--- src/rtl/fixed_mul_arbiter.sv ---
// Round-robin arbiter sharing one pipelined Q11.14 multiplier among NUM_REQ requesters.
// Define FIXED_MUL_SAT_EN to saturate overflowing results instead of wrapping them.
module fixed_mul_arbiter #(
  parameter int unsigned NUM_REQ     = 4,
  parameter int unsigned PIPE_STAGES = 2
) (
  input  logic                   clk,
  input  logic                   rst_n,
  input  logic [NUM_REQ-1:0]     req_valid,
  output logic [NUM_REQ-1:0]     req_ready,
  input  logic [NUM_REQ*25-1:0]  req_a,
  input  logic [NUM_REQ*25-1:0]  req_b,
  output logic [NUM_REQ-1:0]     resp_valid,
  output logic [24:0]            resp_data,
  output logic                   busy
);

  localparam int unsigned IdxW = $clog2(NUM_REQ);

  logic [IdxW-1:0]    ptr_q, ptr_d, gnt_idx;
  logic [NUM_REQ-1:0] gnt;
  logic               accept;

  // First valid requester at or after ptr, wrapping modulo NUM_REQ.
  always_comb begin
    logic [IdxW-1:0] cand;
    gnt     = '0;
    gnt_idx = '0;
    cand    = '0;
    for (int unsigned k = 0; k < NUM_REQ; k++) begin
      cand = IdxW'((32'(ptr_q) + k) % NUM_REQ);
      if (gnt == '0 && req_valid[cand]) begin
        gnt[cand] = 1'b1;
        gnt_idx   = cand;
      end
    end
  end

  assign accept    = |gnt;
  assign req_ready = rst_n ? gnt : '0;
  assign ptr_d     = (gnt_idx == IdxW'(NUM_REQ - 1)) ? '0 : gnt_idx + IdxW'(1);

  logic signed [24:0] a_sel, b_sel;
  logic signed [49:0] a_ext, b_ext, prod_c;

  assign a_sel  = req_a[32'(gnt_idx)*25 +: 25];
  assign b_sel  = req_b[32'(gnt_idx)*25 +: 25];
  assign a_ext  = 50'(a_sel);
  assign b_ext  = 50'(b_sel);
  assign prod_c = a_ext * b_ext;

  logic                last_vld;
  logic [NUM_REQ-1:0]  last_id;
  logic signed [49:0]  last_prod;
  logic                mid_busy;

  if (PIPE_STAGES == 1) begin : g_single
    assign last_vld  = accept;
    assign last_id   = gnt;
    assign last_prod = prod_c;
    assign mid_busy  = 1'b0;
  end else begin : g_multi
    localparam int unsigned Mid = PIPE_STAGES - 1;

    logic [Mid-1:0]     vld_q;
    logic [NUM_REQ-1:0] id_q   [Mid];
    logic signed [49:0] prod_q [Mid];

    always_ff @(posedge clk or negedge rst_n) begin
      if (!rst_n) begin
        vld_q <= '0;
        for (int unsigned s = 0; s < Mid; s++) begin
          id_q[s]   <= '0;
          prod_q[s] <= '0;
        end
      end else begin
        vld_q[0]  <= accept;
        id_q[0]   <= gnt;
        prod_q[0] <= prod_c;
        for (int unsigned s = 1; s < Mid; s++) begin
          vld_q[s]  <= vld_q[s-1];
          id_q[s]   <= id_q[s-1];
          prod_q[s] <= prod_q[s-1];
        end
      end
    end

    assign last_vld  = vld_q[Mid-1];
    assign last_id   = id_q[Mid-1];
    assign last_prod = prod_q[Mid-1];
    assign mid_busy  = |vld_q;
  end

  // Round half up: add half an LSB of the Q11.14 result, then floor.
  logic signed [49:0] rnd;
  logic [24:0]        res;

  assign rnd = (last_prod + 50'sd8192) >>> 14;

`ifdef FIXED_MUL_SAT_EN
  always_comb begin
    if (rnd > 50'sd16777215) begin
      res = 25'h0FFFFFF;
    end else if (rnd < -50'sd16777216) begin
      res = 25'h1000000;
    end else begin
      res = rnd[24:0];
    end
  end
`else
  logic unused_rnd;
  assign res        = rnd[24:0];
  assign unused_rnd = ^rnd[49:25];
`endif

  logic [NUM_REQ-1:0] resp_valid_q;
  logic [24:0]        resp_data_q;

  always_ff @(posedge clk or negedge rst_n) begin
    if (!rst_n) begin
      ptr_q        <= '0;
      resp_valid_q <= '0;
      resp_data_q  <= '0;
    end else begin
      if (accept) begin
        ptr_q <= ptr_d;
      end
      resp_valid_q <= last_vld ? last_id : '0;
      if (last_vld) begin
        resp_data_q <= res;
      end
    end
  end

  assign resp_valid = resp_valid_q;
  assign resp_data  = resp_data_q;
  assign busy       = mid_busy | (|resp_valid_q);

endmodule

--- config.mk ---
export PLATFORM = sky130hd
export DESIGN_NAME = fixed_mul_arbiter
export DESIGN_NICKNAME = d
export VERILOG_FILES = /design/src/rtl/fixed_mul_arbiter.sv
export SDC_FILE = /design/constraint.sdc
export NUM_CORES = 2
export LEC_CHECK = 0
export ABC_AREA = 1
export BUFFER_PORTS_ARGS = -buffer_cell sky130_fd_sc_hd__buf_2
export CORE_AREA = 2 2 263 265
export CTS_CLUSTER_SIZE = 14
export DETAILED_ROUTE_END_ITERATION = 7
export DIE_AREA = 0 0 265 267
export PLACE_DENSITY = 0.57
export SETUP_SLACK_MARGIN = 0.5
export SYNTH_ARGS = -nofsm -noshare
export SYNTH_HDL_FRONTEND = slang
export SYNTH_SLANG_ARGS = --single-unit
--- constraint.sdc ---
create_clock -name clk -period 16.4 [get_ports clk]
set_clock_uncertainty 0.15 [all_clocks]
set_input_delay 3.28 -clock clk [delete_from_list [all_inputs] [get_ports clk]]
set_output_delay 3.28 -clock clk [all_outputs]
set_load 0.005 [all_outputs]
==> metrics.csv <==
stage,metric,value,unit
clocking,Max H-tree Level,3,
critical_path,Crit path largest cell delay,0.86,ns
yosys,post-synthesis adder-cell area fraction,51.4,%
sta,TNS Setup,0,ns
yosys,Ys Warns,0,
outcome,outcome,finished clean,
critical_path,CP startpoint,req_valid[3],
yosys,Avg Inst Size Synth,7.84,sq um
sta,worst relative slew slack,21.2,%
placement,port bufs,239,
cells_and_area,fraction of layout cells with a size suffix above 1,11.3,%
floorplan,Die W,265,um
critical_path,worst reg2reg path depth,41,
placement,Placed Instances,4035,
global_route,met3 usage in global routing,4.64,%
sta,final hold vios,0,
critical_path,Critical R2R Capture,g_multi.prod_q[38]$_DFF_PN0_,
global_route,M2 GR Usage,37.8,%
critical_path,Worst path slowest cell,nand2_1,
critical_path,crit path launch type,input port,
cells_and_area,Layout Nets,4026,
floorplan,Starting Density,34.7,%
sta,RSZ-0062 raised after global routing,no,
critical_path,"delay-heaviest family, CP",adder cells,
critical_path,crit path capture,g_multi.prod_q[38]$_DFF_PN0_,
critical_path,Crit. End Element,flip-flop,
yosys,Synth Instances,3006,
critical_path,CP most frequent cell,fa_1,
sta,final setup vio count,0,
sta,Worst Max-Slew Pin Slew,1.18,ns
clocking,Num CTS Buffers,9,
yosys,"Top FF cell, synth",dfrtp_1,
critical_path,CP Class,input port to flip-flop,
clocking,post_cts resized,0,
clocking,clock root buffer,clkbuf_16,
floorplan,IO Count,240,
yosys,"Cell Area, Synth",23600,sq um
yosys,mux contribution to synthesized area,0,%
clocking,CTS tree,yes,
critical_path,CP bufs+invs,9,
yosys,"Seq/Total Area, Yosys",6.59,%
sta,Final period util,82.5,%
placement,Final GP Congestion,0.947,
yosys,Synth Area in Compound Gates,3.91,%
critical_path,r2r setup slk,4.67,ns
route,Residual DRC,0,
clocking,clk sinks,62,
global_route,remaining global-route overflow,0,
global_route,pin count of the biggest net entering global routing,95,
cells_and_area,Layout area overhead,9.32,%
route,final wirelength,80200,um
sta,fin crit period,13.53,ns
global_route,initial antenna violation count,2,
global_route,busiest layer in global routing,met2,
cells_and_area,Finished Layout Cells,4053,
critical_path,CP arrival,13.62,ns
global_route,first-pass GRT wire length,124000,um
route,drt initial violations,1693,
route,via/cell ratio,4.98,
sta,FMAX,0.0739,GHz
yosys,syn_nets,3868,
yosys,Netlist cell types,49,
cells_and_area,number of fill cells in the layout,7197,
global_route,GRT Resource Usage Total,23.4,%
yosys,XOR/XNOR share of the synthesized area,2.03,%
sta,hold_ws,0.282,ns
route,drt first pass iters,6,
global_route,vias in the first global route,21200,
critical_path,WP data required,16.50,ns
worst_hold_path,Hold Startpoint,g_multi.id_q[0]$_DFF_PN0_,
clocking,clk buf depth,2,
yosys,largest family of logic cells by synthesized area,adder cells,
floorplan,die area,70800,sq um
clocking,Post-CTS Setup Inserts,0,
job,# Max-Cap Violations,0,
route,drt wl/cell,19.8,um
floorplan,CORE AREA,68000,sq um
yosys,"FFs w/ async S/R, synth",100,%
clocking,hold-fix buffers at CTS,0,
worst_hold_path,worst min-delay path category,flip-flop to flip-flop,
critical_path,CP max FO,52,
sta,max-slew violation count,0,
clocking,clock transition at the registers of the reported paths,0.06,ns
yosys,Post-Synth Simple-Gate Area,22.3,%
critical_path,WP depth,41,
global_route,GRT met1 Usage,30.8,%
placement,DP HPWL,65200,um
clocking,Clock Latency Late Sink,0.36,ns
yosys,"EDFF count, synth",0,
route,DRT antenna net count,0,
yosys,synthesis-stage register bit count,62,
critical_path,reg2reg start,ptr_q[0]$_DFFE_PN0P_,
floorplan,Core Rows,96,
route,DR vias,20200,
floorplan,Die H,267,um
cells in the mapped netlist, types with 20 or more instances:
cell      instances  area, sq um
buf_2            42          210
dfrtp_1          62         1550
o21ai_0          39          195
nand2_1         738         2770
clkbuf_1         51          191
ha_1            135         1690
nand3_1         127          636
nor2_1          336         1260
a21oi_1          50          250
inv_2            20         75.1
xor2_1           37          324
inv_1           680         2550
fa_1            521        10400
cells by family (layout without fill, tap and decap cells):
kind of cell	count (synthesis)	after routing
XOR/XNOR	53	53
adder cells (fa/ha/maj)	656	656
AO/OA/AOI/OAI	138	138
AND/OR/NAND/NOR	1278	1278
other	0	2
buffers and inverters	819	982
flip-flops	62	62
layout make-up:
type | count | area, sq um | share of cell area (%)
diodes | 2 | 5.00 | 0.0194
clock buffers | 10 | 239 | 0.928
clock inverters | 6 | 70.1 | 0.272
inverters | 704 | 2650 | 10.3
multi-input cells | 2125 | 18800 | 72.9
flip-flops and latches | 62 | 1550 | 6.02
well taps | 882 | 1100 | 4.29
repair buffers | 262 | 1370 | 5.32
layer usage:
layer / share of wire (%) / wire length (um)
met2: 45 / 36200
met4: 4.2 / 3340
met1: 42 / 33400
met3: 9.1 / 7290
met5: 0 / 0
cells in the final DEF, fill, tap and decap left out, drive strengths merged, types with 4 or more instances in the layout:
master / Yosys / routed
a21oi: 51 / 51
a31oi: 10 / 10
clkbuf: 51 / 10
nor3: 10 / 10
xor2: 37 / 37
o21ai: 48 / 48
nand3: 137 / 137
nand2: 762 / 762
dfrtp: 62 / 62
and3: 4 / 4
buf: 64 / 262
nor2: 343 / 343
fa: 521 / 521
clkinv: 3 / 7
ha: 135 / 135
xnor2: 15 / 15
nand4: 10 / 10
o21a: 6 / 6
nor4: 8 / 8
inv: 701 / 702
a32oi: 10 / 10
stage by stage:
step | area (sq um) | setup WS [ns] | util (%)
final | 25800 | 2.87 | 37.9
after global routing | 25800 | 2.25 | 37.9
after CTS | 25700 | 3.00 | 37.9
after detailed placement | 25400 | 2.66 | 37.4
after global placement | 25400 | 2.75 | 37.4
after floorplan | 23600 | 5.21 | -
sequential cells by signal, summed over array words and instances (netlist names):
register	cells
g_multi.id_q	4
g_multi.prod_q	26
ptr_q	2
g_multi.vld_q	1
resp_valid	4
resp_data	25
worst reg2reg max path: cells and delay by family (launching register included):
family | cells | cell delay, ns
fa+ha+maj | 9 | 4.84
simple gates | 15 | 2.64
compound gates | 8 | 1.33
flops | 1 | 0.76
buf+inv | 9 | 1.89
worst min path at each step:
| stage | depth (start not counted) | slack, ns | end |
|---|---|---|---|
| after floorplan | 2 | 0.26 | resp_valid[0]$_DFF_PN0_ |
| after global placement | 2 | 0.27 | resp_valid[3]$_DFF_PN0_ |
| after detailed placement | 2 | 0.27 | resp_valid[1]$_DFF_PN0_ |
| after CTS | 2 | 0.28 | resp_valid[0]$_DFF_PN0_ |
| after global routing | 2 | 0.32 | resp_valid[2]$_DFF_PN0_ |
| final | 2 | 0.28 | resp_valid[0]$_DFF_PN0_ |
Power is left out: the tool's default activity adds up to more than one toggle a clock period on the data nets, which glitch-free logic cannot reach.
